<file path="src/rtl/satu_pkg.sv">
// Shared encodings and lane-geometry helpers for the packed-SIMD saturating adder.
package satu_pkg;

    localparam logic [1:0] MODE_WRAP  = 2'b00;
    localparam logic [1:0] MODE_SAT8  = 2'b01;
    localparam logic [1:0] MODE_SAT16 = 2'b10;
    localparam logic [1:0] MODE_SATW  = 2'b11;

    localparam int BYTE_W    = 8;
    localparam int DEF_W     = 32;
    localparam int DEF_BYTES = DEF_W / BYTE_W;

    // Byte count of one lane for a given mode; wrap and full-word share one W-bit lane.
    function automatic int lane_bytes(input logic [1:0] mode, input int nbytes);
        case (mode)
            MODE_SAT8:  return 1;
            MODE_SAT16: return 2;
            default:    return nbytes;
        endcase
    endfunction

    // Index of the most significant byte of the lane holding byte idx.
    function automatic int lane_msb(input logic [1:0] mode, input int idx, input int nbytes);
        int m;
        m = idx - (idx % lane_bytes(mode, nbytes)) + lane_bytes(mode, nbytes) - 1;
        if (m >= nbytes) m = nbytes - 1;
        return m;
    endfunction

    // True when byte idx starts a lane, i.e. takes the external carry-in.
    function automatic logic lane_lsb(input logic [1:0] mode, input int idx, input int nbytes);
        return (idx % lane_bytes(mode, nbytes)) == 0;
    endfunction

endpackage

</file>
<file path="src/rtl/satu_lane_sel.sv">
// One byte of the saturation select: substitutes the clamp pattern for the sum byte.
module satu_lane_sel
    import satu_pkg::*;
(
    input  logic        sign_a,
    input  logic [7:0]  sum,
    input  logic        is_msb,
    input  logic        v,
    input  logic        en,
    output logic [7:0]  res,
    output logic        sat
);

    // Positive overflow clamps to 0x7F..FF, negative to 0x80..00; the lane MSB byte carries the sign bit.
    always_comb begin
        sat = v && en;
        res = sum;
        if (sat) begin
            if (sign_a) res = is_msb ? 8'h80 : 8'h00;
            else        res = is_msb ? 8'h7F : 8'hFF;
        end
    end

endmodule

</file>
<file path="src/rtl/satu_simd_pipe.sv">
// Two-stage packed-SIMD saturating add/subtract with valid/ready flow and saturation status.
module satu_simd_pipe
    import satu_pkg::*;
#(
    parameter int W     = 32,
    parameter int CNT_W = 8
) (
    input  logic             clk,
    input  logic             rst,
    input  logic             in_valid,
    output logic             in_ready,
    input  logic [W-1:0]     a,
    input  logic [W-1:0]     b,
    input  logic             sub,
    input  logic [1:0]       mode,
    output logic             out_valid,
    input  logic             out_ready,
    output logic [W-1:0]     result,
    output logic [W/8-1:0]   lane_sat,
    output logic             sat_sticky,
    input  logic             clr_sticky,
    output logic [CNT_W-1:0] sat_count
);

    localparam int NB = W / BYTE_W;
    localparam logic [CNT_W-1:0] CNT_ONE = {{(CNT_W-1){1'b0}}, 1'b1};

    logic          adv1, adv2;
    logic          vld_p1, vld_p2;
    logic [NB-1:0] lsb_vec;
    logic [W-1:0]  sum_n;
    logic [NB-1:0] amsb_n, bmsb_n;
    logic [7:0]    bb;
    logic          c;

    logic [W-1:0]  sum_p1;
    logic [NB-1:0] amsb_p1, bmsb_p1;
    logic [1:0]    mode_p1;

    logic [W-1:0]  res_n;
    logic [NB-1:0] sat_n;

    assign adv2      = !vld_p2 || out_ready;
    assign adv1      = !vld_p1 || adv2;
    assign in_ready  = adv1;
    assign out_valid = vld_p2;

    for (genvar i = 0; i < NB; i++) begin : g_lsb
        localparam logic L16 = lane_lsb(MODE_SAT16, i, NB);
        localparam logic LW  = lane_lsb(MODE_SATW, i, NB);
        assign lsb_vec[i] = (mode == MODE_SAT8) ? 1'b1 : (mode == MODE_SAT16) ? L16 : LW;
    end

    // Byte-sliced adder: carry ripples between bytes except where a lane starts.
    always_comb begin
        c      = 1'b0;
        bb     = '0;
        sum_n  = '0;
        amsb_n = '0;
        bmsb_n = '0;
        for (int i = 0; i < NB; i++) begin
            bb = sub ? ~b[i*8 +: 8] : b[i*8 +: 8];
            if (lsb_vec[i]) c = sub;
            {c, sum_n[i*8 +: 8]} = {1'b0, a[i*8 +: 8]} + {1'b0, bb} + {8'b0, c};
            amsb_n[i] = a[i*8+7];
            bmsb_n[i] = bb[7];
        end
    end

    // ---- stage 1 boundary ----
    // Stage-1 valid advances whenever the stage can move.
    always_ff @(posedge clk) begin
        if (rst)       vld_p1 <= 1'b0;
        else if (adv1) vld_p1 <= in_valid;
    end

    // Stage-1 data loads only on an accepted beat, otherwise holds.
    always_ff @(posedge clk) begin
        if (in_valid && adv1) begin
            sum_p1  <= sum_n;
            amsb_p1 <= amsb_n;
            bmsb_p1 <= bmsb_n;
            mode_p1 <= mode;
        end
    end

    for (genvar i = 0; i < NB; i++) begin : g_sel
        localparam int M8  = lane_msb(MODE_SAT8, i, NB);
        localparam int M16 = lane_msb(MODE_SAT16, i, NB);
        localparam int MW  = lane_msb(MODE_SATW, i, NB);
        localparam logic I16 = (M16 == i);
        localparam logic IW  = (MW == i);
        logic sa, sb, ss, msb, v;
        assign sa  = (mode_p1 == MODE_SAT8) ? amsb_p1[M8] :
                     (mode_p1 == MODE_SAT16) ? amsb_p1[M16] : amsb_p1[MW];
        assign sb  = (mode_p1 == MODE_SAT8) ? bmsb_p1[M8] :
                     (mode_p1 == MODE_SAT16) ? bmsb_p1[M16] : bmsb_p1[MW];
        assign ss  = (mode_p1 == MODE_SAT8) ? sum_p1[M8*8+7] :
                     (mode_p1 == MODE_SAT16) ? sum_p1[M16*8+7] : sum_p1[MW*8+7];
        assign msb = (mode_p1 == MODE_SAT8) ? 1'b1 : (mode_p1 == MODE_SAT16) ? I16 : IW;
        assign v   = (sa == sb) && (ss != sa);

        satu_lane_sel u_sel (
            .sign_a (sa),
            .sum    (sum_p1[i*8 +: 8]),
            .is_msb (msb),
            .v      (v),
            .en     (mode_p1 != MODE_WRAP),
            .res    (res_n[i*8 +: 8]),
            .sat    (sat_n[i])
        );
    end

    // ---- stage 2 boundary ----
    // Output register holds while the consumer stalls.
    always_ff @(posedge clk) begin
        if (rst) begin
            vld_p2   <= 1'b0;
            result   <= '0;
            lane_sat <= '0;
        end else if (adv2) begin
            vld_p2 <= vld_p1;
            if (vld_p1) begin
                result   <= res_n;
                lane_sat <= sat_n;
            end
        end
    end

    // Saturation status updates on accepted results; a saturated accept beats a clear.
    always_ff @(posedge clk) begin
        if (rst) begin
            sat_sticky <= 1'b0;
            sat_count  <= '0;
        end else if (vld_p2 && out_ready && (|lane_sat)) begin
            sat_sticky <= 1'b1;
            if (clr_sticky)      sat_count <= CNT_ONE;
            else if (!(&sat_count)) sat_count <= sat_count + CNT_ONE;
        end else if (clr_sticky) begin
            sat_sticky <= 1'b0;
            sat_count  <= '0;
        end
    end

endmodule

</file>
<file path="config.mk">
export PLATFORM = sky130hd
export DESIGN_NAME = satu_simd_pipe
export DESIGN_NICKNAME = d
export VERILOG_FILES = /design/src/rtl/satu_pkg.sv /design/src/rtl/satu_lane_sel.sv /design/src/rtl/satu_simd_pipe.sv
export SDC_FILE = /design/constraint.sdc
export NUM_CORES = 1
export LEC_CHECK = 0
export CELL_PAD_IN_SITES_DETAIL_PLACEMENT = 0
export CELL_PAD_IN_SITES_GLOBAL_PLACEMENT = 2
export CORE_UTILIZATION = 28
export CTS_CLUSTER_SIZE = 12
export DETAILED_ROUTE_END_ITERATION = 10
export PLACE_DENSITY = 0.74
export REMOVE_ABC_BUFFERS = 1
export SYNTH_ARGS = -nofsm -noshare
export SYNTH_HDL_FRONTEND = slang
export SYNTH_SLANG_ARGS = --single-unit
</file>
<file path="constraint.sdc">
create_clock -name clk -period 14.1 [get_ports clk]
set_input_delay 2.82 -clock clk [delete_from_list [all_inputs] [get_ports clk]]
set_output_delay 2.82 -clock clk [all_outputs]
set_load 0.01 [all_outputs]
</file>
Word-level counts from Yosys, hierarchy flattened
Index checks and enable logic that the tools add are counted.

Add/subtract/negate cells: 9. Reductions and logical operators: 21. Equality and inequality tests: 13. Bitwise gates (word level): 4. Mux-type cells: 43.

Operators by type and width (count): 8-bit 2-to-1 mux (20); 8-bit NOT (4); 8-bit by 8-bit adder with 9-bit output (3); 9-bit by 1-bit adder with 9-bit output (3); 1-bit 2-to-1 mux (23); 1-bit logical AND (11); 8-bit by 1-bit adder with 8-bit output (1); 8-bit by 1-bit adder with 8-bit output (second input constant) (1); 8-bit adder (1); 8-bit AND reduction (1); 1-bit equality test (4); 2-bit by 1-bit equality test with 1-bit output (second input constant) (2); 2-bit equality test (second input constant) (2); 1-bit != test (4); 2-bit AND reduction (2); 2-bit nonzero test (2); 4-bit OR reduction (1); 1-bit logical NOT (2); 1-bit logical OR (2); 2-bit != test (second input constant) (1).

Word-level logic and storage cells: 100. Output and inout bits: 47. Bits in registers: 89. Bits of input ports: 72.

Logic depth before layout (Yosys ltp)
Gate-level depths: netlist of the first run.

Depth after elaboration: 10. Mapped depth: 35. Depth with buffers taken out: 33.

By module
Synthesis of the first run repeated with hierarchy kept, for this count alone.

Cells, all modules: 598. Area, all modules: 5406.4 µm².

By module, submodules not included: satu_simd_pipe (area each 4911.0 µm², times used 1, seq. area each 2202.1 µm², cells an instance 514); satu_lane_sel (area each 123.9 µm², times used 4, seq. area each 0.0 µm², cells an instance 21).

Least setup slack after synthesis of the first run
Ideal clock, no wire load.

Path kind: in2reg. Start point: input sub. End point: register sum_p1[30], data pin. Cell stages on the path: 35. Setup slack: 4369 ps. Data arrival time: 9473 ps. Required time: 13842 ps. Setup time: 258 ps. Cells stage by stage: clkbuf_1 buf_1 xor2_1 inv_1 fa_1 nor2b_1 o21ai_0 a21boi_0 o21ai_0 a21boi_0 o41ai_1 fa_1 fa_1 nor2b_1 o21ai_0 a21boi_0 nor3_1 o21ai_0 a31oi_1 fa_1 fa_1 nor2b_1 o21ai_0 a21boi_0 nor3_1 nor2_1 o41ai_1 fa_1 fa_1 nor2b_1 o21ai_0 nand2b_1 a21o_1 a21oi_1 xnor2_1.

Word-level cells in the longest chain between the ends: 9.

RTL lines: from (decl) (RTL line satu_simd_pipe.sv:14) `input logic sub,`; 8-bit 2-to-1 mux (RTL line satu_simd_pipe.sv:62) `bb = sub ? ~b[i*8 +: 8] : b[i*8 +: 8];`; 8-bit by 8-bit adder with 9-bit output (RTL line satu_simd_pipe.sv:64) `{c, sum_n[i*8 +: 8]} = {1'b0, a[i*8 +: 8]} + {1'b0, bb} + {8'b0, c};`; 9-bit by 1-bit adder with 9-bit output (RTL line satu_simd_pipe.sv:64); 1-bit 2-to-1 mux (RTL line satu_simd_pipe.sv:63) `if (lsb_vec[i]) c = sub;`; 9-bit by 1-bit adder with 9-bit output (RTL line satu_simd_pipe.sv:64); 1-bit 2-to-1 mux (RTL line satu_simd_pipe.sv:63); 9-bit by 1-bit adder with 9-bit output (RTL line satu_simd_pipe.sv:64); 1-bit 2-to-1 mux (RTL line satu_simd_pipe.sv:63); 8-bit by 1-bit adder with 8-bit output * (RTL line satu_simd_pipe.sv:64); named net sum_n[30] (RTL line satu_simd_pipe.sv:31) `logic [W-1:0] sum_n;`; to (signal assigned) (RTL line satu_simd_pipe.sv:80) `sum_p1 <= sum_n;`; to (decl) (RTL line satu_simd_pipe.sv:36) `logic [W-1:0] sum_p1;`.

Mark *: on every way through the listed nets, which the timed path passes. The rest lies on a longest branch. A chain may end at the register's enable or synchronous reset.

Final worst setup path of the first run
Ends and elaborated chain as after synthesis.

==> qor.txt, run 1 <==
SETUP PATH
---------------------------------------------------------------------------------------
Critical Setup Path Class                                                     in -> reg
Delay contributed by the slowest stage of the critical path                     0.45 ns
Reg2reg path depth                                                                    6
Max FO, Critical Path                                                                34
Crit. End Element                                                                  flop
Source of the worst register-to-register timing path                         mode_p1[0]
WP data required                                                               14.19 ns
Register-to-register path setup slack                                          11.52 ns
Launching element type of the critical path                                   input pin
Library cell contributing the largest single delay on the critical path           buf_4
Arrival time at the worst endpoint                                             10.08 ns
Endpoint of the most critical register-to-register path                      result[15]
Most used cell along the critical path                                             fa_1

RUN STATUS
---------------------------------------------------------------------------------------
Run status                                                                 complete, no violations

YOSYS
---------------------------------------------------------------------------------------
Synthesis-stage register bit count                                                   89
EDFF count, synth                                                                    42
Most numerous cell types in the synthesized netlist                        nand2_1, dfxtp_1, nor2_1
Synthesized area per cell                                                     9.643 µm²
Cell area after synthesis                                                      4976 µm²
Fraction of post-synthesis cell area in the top cell type by area                0.2535
Number of standard cells after synthesis                                            516
Top cells by area in the synthesized netlist                               edfxtp_1, dfxtp_1, ha_1
Number of warnings reported in the yosys synthesis log                                0
Netlist cell types                                                                   49
Most area-hungry cell type in the Yosys netlist                                edfxtp_1
Cell with the most instances after synthesis                                    nand2_1
Primary FF master, synth                                                        dfxtp_1
Ys async rst share                                                                    0
Sequential area share after synthesis                                            0.4425

CLOCK NETWORK
---------------------------------------------------------------------------------------
Count of cells resized by post-cts repair                                             0
Clock tree from TritonCTS                                                         built
Master cell of the clock root buffer                                          clkbuf_16
Sink Count                                                                           89
Post-CTS repair timing setup buffer count                                             0
Clock latency on the worst-skew pair                                            0.34 ns
Number of hold buffers added after CTS                                                0
Level count of the clock H-tree                                                       3
CTS max path bufs                                                                     2
Number of CTS-inserted buffers                                                        9
Clock-pin slew on the worst setup and hold paths                                0.06 ns

PLACED DESIGN
---------------------------------------------------------------------------------------
Sum of net half-perimeters after detailed placement                            9.008 mm
Pre-CTS WS                                                                     3.691 ns
Global placement routability congestion                                          0.8236
Area after detailed placement                                                  6352 µm²
Number of port buffers                                                              118

DRT
---------------------------------------------------------------------------------------
DRC Markers                                                                           0
1st-pass router iterations                                                            4
Detail Route Antenna Nets                                                             0
Number of violations reported at the end of detailed-routing iteration 0            134
Wirelength per Cell                                                            13.46 µm
Total number of vias                                                               3904
Total Routed Length                                                            11.58 mm
Drt via density                                                                   4.540

MIN PATH
---------------------------------------------------------------------------------------
Worst hold path endpoint                                                      result[5]
Hold Path Origin                                                              result[5]
WHS Path Cells                                                                        2
Worst Hold Class                                                             reg -> reg

PWR
---------------------------------------------------------------------------------------
Combinational Power Share                                                         0.243
Leakage                                                                        2.552 nW
Fraction of power consumed by sequential logic                                    0.449
Power density normalized to cell area                                      107.2 nW/µm²
Clock network power share                                                         0.308
Switching power summed over all nets                                           194.6 µW
Cell Int Power                                                                 515.8 µW
Worst voltage drop across the vdd grid                                         54.77 µV
Switching share of power                                                         0.2740

GLOBAL ROUTING
---------------------------------------------------------------------------------------
Maximum number of pins on one net before global-route repair                         43
Overall routing resource usage                                                   0.1309
Aggregate global routing overflow                                                     0
Vias in the first global route                                                     3880
Global-route wire length before repair                                         18.68 mm
Initial antenna violation count                                                       0

STA
---------------------------------------------------------------------------------------
Max Clock Skew                                                              0.006776 ns
Shortest clock period the worst path allows after layout                       9.987 ns
Worst Hold Margin                                                             0.4379 ns
Final TNS setup                                                                    0 ns
Final-report max-slew violation count                                                 0
Transition time at the pin with the least slew margin                          1.050 ns
Final worst-path cycle share                                                     0.7083
Setup repair after global routing missed its margin                                  no
Fmax                                                                          100.1 MHz
Worst Setup Slack, final                                                       4.113 ns
Setup violation total in the final timing report                                      0
Max transition margin                                                            0.2937
Final Hold Vio Count                                                                  0

FLOORPLAN
---------------------------------------------------------------------------------------
Starting Density                                                                 0.2877
Number of placement rows                                                             48
Std-Cell Core Area                                                            17300 µm²
Die area                                                                      18310 µm²
Width of the die                                                               135.3 µm
Top Ports                                                                           119
Height of the die                                                              135.3 µm

RUN
---------------------------------------------------------------------------------------
Number of maximum-capacitance violations                                              0

FINAL LAYOUT
---------------------------------------------------------------------------------------
Number of nets in the final layout                                                  741
Final standard cell area without fillers                                       6625 µm²
Core Util, Final                                                                 0.3830
Layout overhead on the synthesized area                                          33.14%
Ratio of cells with drive above 1 in the final layout                           0.04724
Total inserted antenna cells                                                          0

-- logic make-up (layout without fill, tap and decap cells) --
kind of cell	after synthesis	after routing	synth area share
flip-flops	89	89	0.4425
multiplexers	14	14	0.03017
AO/OA/AOI/OAI	96	96	0.1137
XOR/XNOR	52	52	0.09153
buffers and inverters	52	171	0.04727
AND/OR/NAND/NOR	174	174	0.1662
adder cells (fa/ha/maj)	39	39	0.1086
-- worst max-delay path: cells and delay by family --
kind / cells / cell delay [ns]
compound gates: 15 / 2.41
xor+xnor: 2 / 0.36
fa+ha+maj: 7 / 2.95
buf+inv: 3 / 0.60
simple gates: 8 / 0.91
-- stage by stage --
stage                     total power, mW  instances
after detailed placement           0.5002        844
final                              0.7104        860
after floorplan                    0.4261        498
after global placement             0.4971        844
after CTS                          0.7226        860
after global routing               0.7511        860
-- placed cells by master (no fill, tap or decap), drive strengths merged, types with 19 or more instances in the layout --
master and n:
inv 34, nand2 50, dfxtp 47, a21oi 24, clkdlybuf4s50 117, o21ai 33, nor3 19, ha 32
nor2 46, edfxtp 42, xor2 37
-- how the worst max path moves through the flow --
stage	slack (ns)	to	start
floorplan	5.07	sum_p1[30]	sub
global placement	3.84	sum_p1[30]	sub
detailed placement	3.69	sum_p1[30]	sub
CTS	4.05	sum_p1[30]	sub
global route	3.35	sum_p1[30]	sub
finish	4.11	sum_p1[30]	sub
-- cell type report --
type                       instances  area [µm²]
inverter                          34       127.6
clock inverter                     6       33.78
tap                              225       281.5
clock buffer                      10       239.0
timing repair buffer             121        1199
multi-input combinational        375        2542
sequential                        89        2202
fill                            1741       10670
-- metal layers --
layer | wire, µm | track usage | vias to the layer above
li1 | - | - | 2023
met5 | 0 | 0 | -
met2 | 5738 | 0.2333 | 86
met1 | 5066 | 0.1501 | 1774
met3 | 460 | 0.02507 | 21
met4 | 312 | 0.06117 | 0
-- power groups by stage --
stage	registers, mW	logic, mW	clock network [mW]
after floorplan	0.325	0.101	0
after global placement	0.325	0.172	0
after detailed placement	0.325	0.175	0
after CTS	0.320	0.176	0.227
after global routing	0.322	0.194	0.235
final	0.319	0.172	0.219
-- registers in the layout (all words and copies together) (netlist names) --
name,cells
mode_p1,2
out_valid,1
amsb_p1,4
vld_p1,1
sum_p1,32
sat_count,8
bmsb_p1,4
lane_sat,4
result,32
sat_sticky,1
No activity file was read; power rests on OpenSTA's default activity.
==> run 2: changes to the inputs <==
==> constraint.sdc (replaced) <==
create_clock -name clk -period 10.35 [get_ports clk]
set_input_delay 2.07 -clock clk [delete_from_list [all_inputs] [get_ports clk]]
set_output_delay 2.07 -clock clk [all_outputs]
set_load 0.01 [all_outputs]
==> run 2 against run 1 <==
Net effect:
- worst hold slack got worse by 0.0018 ns
- cell count did not move
- flip-flop and latch count did not move
- global-route usage rose by 0.13 points
- clock power rose by 59%
- sequential share of layout area fell by 0.24 points
- setup slack got worse by 2.9 ns
- register-to-register slack got worse by 3.8 ns
- critical path depth fell by 1
- largest power group unchanged
- highest routed layer unchanged
==> qor.txt, run 2 (synthesis gave the netlist of run 1 again) <==
DRT
---------------------------------------------------------------------------------------
Detail Route Antenna Nets                                                             0
Drt via density                                                                   4.608
Wirelength per Cell                                                            13.77 µm
DRC Markers                                                                           0
1st-pass router iterations                                                            4
Number of violations reported at the end of detailed-routing iteration 0             99
Total number of vias                                                               3963
Total Routed Length                                                            11.84 mm

PWR
---------------------------------------------------------------------------------------
Final total power                                                              1.019 mW
Power density normalized to cell area                                      152.7 nW/µm²
Leakage                                                                        2.566 nW
Worst voltage drop across the vdd grid                                         85.57 µV

GLOBAL ROUTING
---------------------------------------------------------------------------------------
Initial antenna violation count                                                       0
Overall routing resource usage                                                   0.1322
Aggregate global routing overflow                                                     0
Maximum number of pins on one net before global-route repair                         43
Global-route wire length before repair                                         18.75 mm
Vias in the first global route                                                     3989

CLOCK NETWORK
---------------------------------------------------------------------------------------
Clock-pin slew on the worst setup and hold paths                                0.06 ns
Clock latency on the worst-skew pair                                            0.34 ns
Sink Count                                                                           89
Number of hold buffers added after CTS                                                0
CTS max path bufs                                                                     2
Clock tree from TritonCTS                                                         built
Level count of the clock H-tree                                                       3
Number of CTS-inserted buffers                                                        9
Count of cells resized by post-cts repair                                             0
Master cell of the clock root buffer                                          clkbuf_16
Post-CTS repair timing setup buffer count                                             0

FLOORPLAN
---------------------------------------------------------------------------------------
Starting Density                                                                 0.2877
Width of the die                                                               135.3 µm
Std-Cell Core Area                                                            17300 µm²
Top Ports                                                                           119
Number of placement rows                                                             48
Height of the die                                                              135.3 µm
Die area                                                                      18310 µm²

STA
---------------------------------------------------------------------------------------
Max transition margin                                                            0.3257
Worst Setup Slack, final                                                       1.193 ns
Final TNS setup                                                                    0 ns
Final worst-path cycle share                                                     0.8847
Shortest clock period the worst path allows after layout                       9.157 ns
Transition time at the pin with the least slew margin                          1.003 ns
Setup violation total in the final timing report                                      0
Fmax                                                                          109.2 MHz
Final Hold Vio Count                                                                  0
Final-report max-slew violation count                                                 0
Setup repair after global routing missed its margin                                  no
Max Clock Skew                                                               0.01167 ns

SETUP PATH
---------------------------------------------------------------------------------------
Delay contributed by the slowest stage of the critical path                     0.47 ns
Crit. End Element                                                                  flop
Critical Setup Path Class                                                     in -> reg
WP data required                                                               10.44 ns
Library cell contributing the largest single delay on the critical path    clkdlybuf4s50_1
Arrival time at the worst endpoint                                              9.25 ns
Source of the worst register-to-register timing path                         mode_p1[0]
Register-to-register path setup slack                                           7.77 ns
Max FO, Critical Path                                                                 3
Launching element type of the critical path                                   input pin
Reg2reg path depth                                                                    6
Most used cell along the critical path                                             fa_1
Endpoint of the most critical register-to-register path                      result[15]

PLACED DESIGN
---------------------------------------------------------------------------------------
Pre-CTS WS                                                                    0.7765 ns
Sum of net half-perimeters after detailed placement                            9.242 mm
Placed Instances                                                                    844
Global placement routability congestion                                          0.8270
Number of port buffers                                                              118

MIN PATH
---------------------------------------------------------------------------------------
Hold Path Origin                                                              result[0]
Worst Hold Class                                                             reg -> reg
WHS Path Cells                                                                        2
Worst hold path endpoint                                                      result[0]

FINAL LAYOUT
---------------------------------------------------------------------------------------
Ratio of cells with drive above 1 in the final layout                           0.04724
Core Util, Final                                                                 0.3858
Layout overhead on the synthesized area                                          34.10%
Layout Cells excl Fill                                                              860
Number of filler cells placed in the layout                                        1728
Total inserted antenna cells                                                          0
Number of nets in the final layout                                                  741
Leading cell type in the layout, fill and taps excluded                    clkdlybuf4s50_1
Leading cell types in the layout, fill and taps excluded                   clkdlybuf4s50_1, nand2_1, dfxtp_1
Registers with the most flip-flops                                         result x32, sum_p1 x32, sat_count x8

RUN
---------------------------------------------------------------------------------------
Number of maximum-capacitance violations                                              0

RUN STATUS
---------------------------------------------------------------------------------------
Run status                                                                 complete, no violations

[run 2: per-layer routing]
| metal | vias to the layer above | part of all wire | global-route usage |
|---|---|---|---|
| met2 | 92 | 0.51 | 0.2390 |
| met5 | - | 0 | 0 |
| met3 | 15 | 0.039 | 0.02544 |
| li1 | 2023 | - | - |
| met4 | 0 | 0.018 | 0.05680 |
| met1 | 1833 | 0.43 | 0.1505 |
[run 2: cell type report]
type	count	area, µm²	share of cell area
Inverter	34	127.6	0.01913
Multi-Input combinational cell	375	2542	0.3810
Clock buffer	9	225.2	0.03375
Tap cell	225	281.5	0.04219
Timing Repair Buffer	121	1199	0.1796
Sequential cell	89	2202	0.3300
Clock inverter	7	95.09	0.01425
[run 2: how the worst max path moves through the flow]
stage               start          to  slack (ns)  depth (start not counted)
floorplan             sub  sum_p1[30]        2.07                         33
global placement     b[1]  sum_p1[30]        0.95                         34
detailed placement   b[1]  sum_p1[30]        0.78                         34
CTS                  b[1]  sum_p1[30]        1.14                         34
global route         b[1]  sum_p1[30]        0.44                         34
finish               b[1]  sum_p1[30]        1.19                         34
[run 2: worst max-delay path, delay by kind of cell]
kind | cells | cell delay, ns
adders and majority gates | 7 | 2.97
AOI/OAI and AO/OA | 15 | 2.39
and+or+nand+nor | 8 | 0.94
buffers and inverters | 2 | 0.55
xor gates and xnor gates | 2 | 0.31
[run 2: report_power, final]
part | switching [mW] | internal [mW] | total (mW)
registers | 0.0172 | 0.418 | 0.435
logic | 0.118 | 0.118 | 0.236
clock network | 0.138 | 0.211 | 0.348
total | 0.272 | 0.747 | 1.02
[run 2: through the flow]
stage	hold WS, ns	instance area, µm²
after global routing	0.4611	6673
after floorplan	0.4468	4868
after global placement	0.4261	6352
after detailed placement	0.4306	6352
after CTS	0.4401	6673
final	0.4361	6673
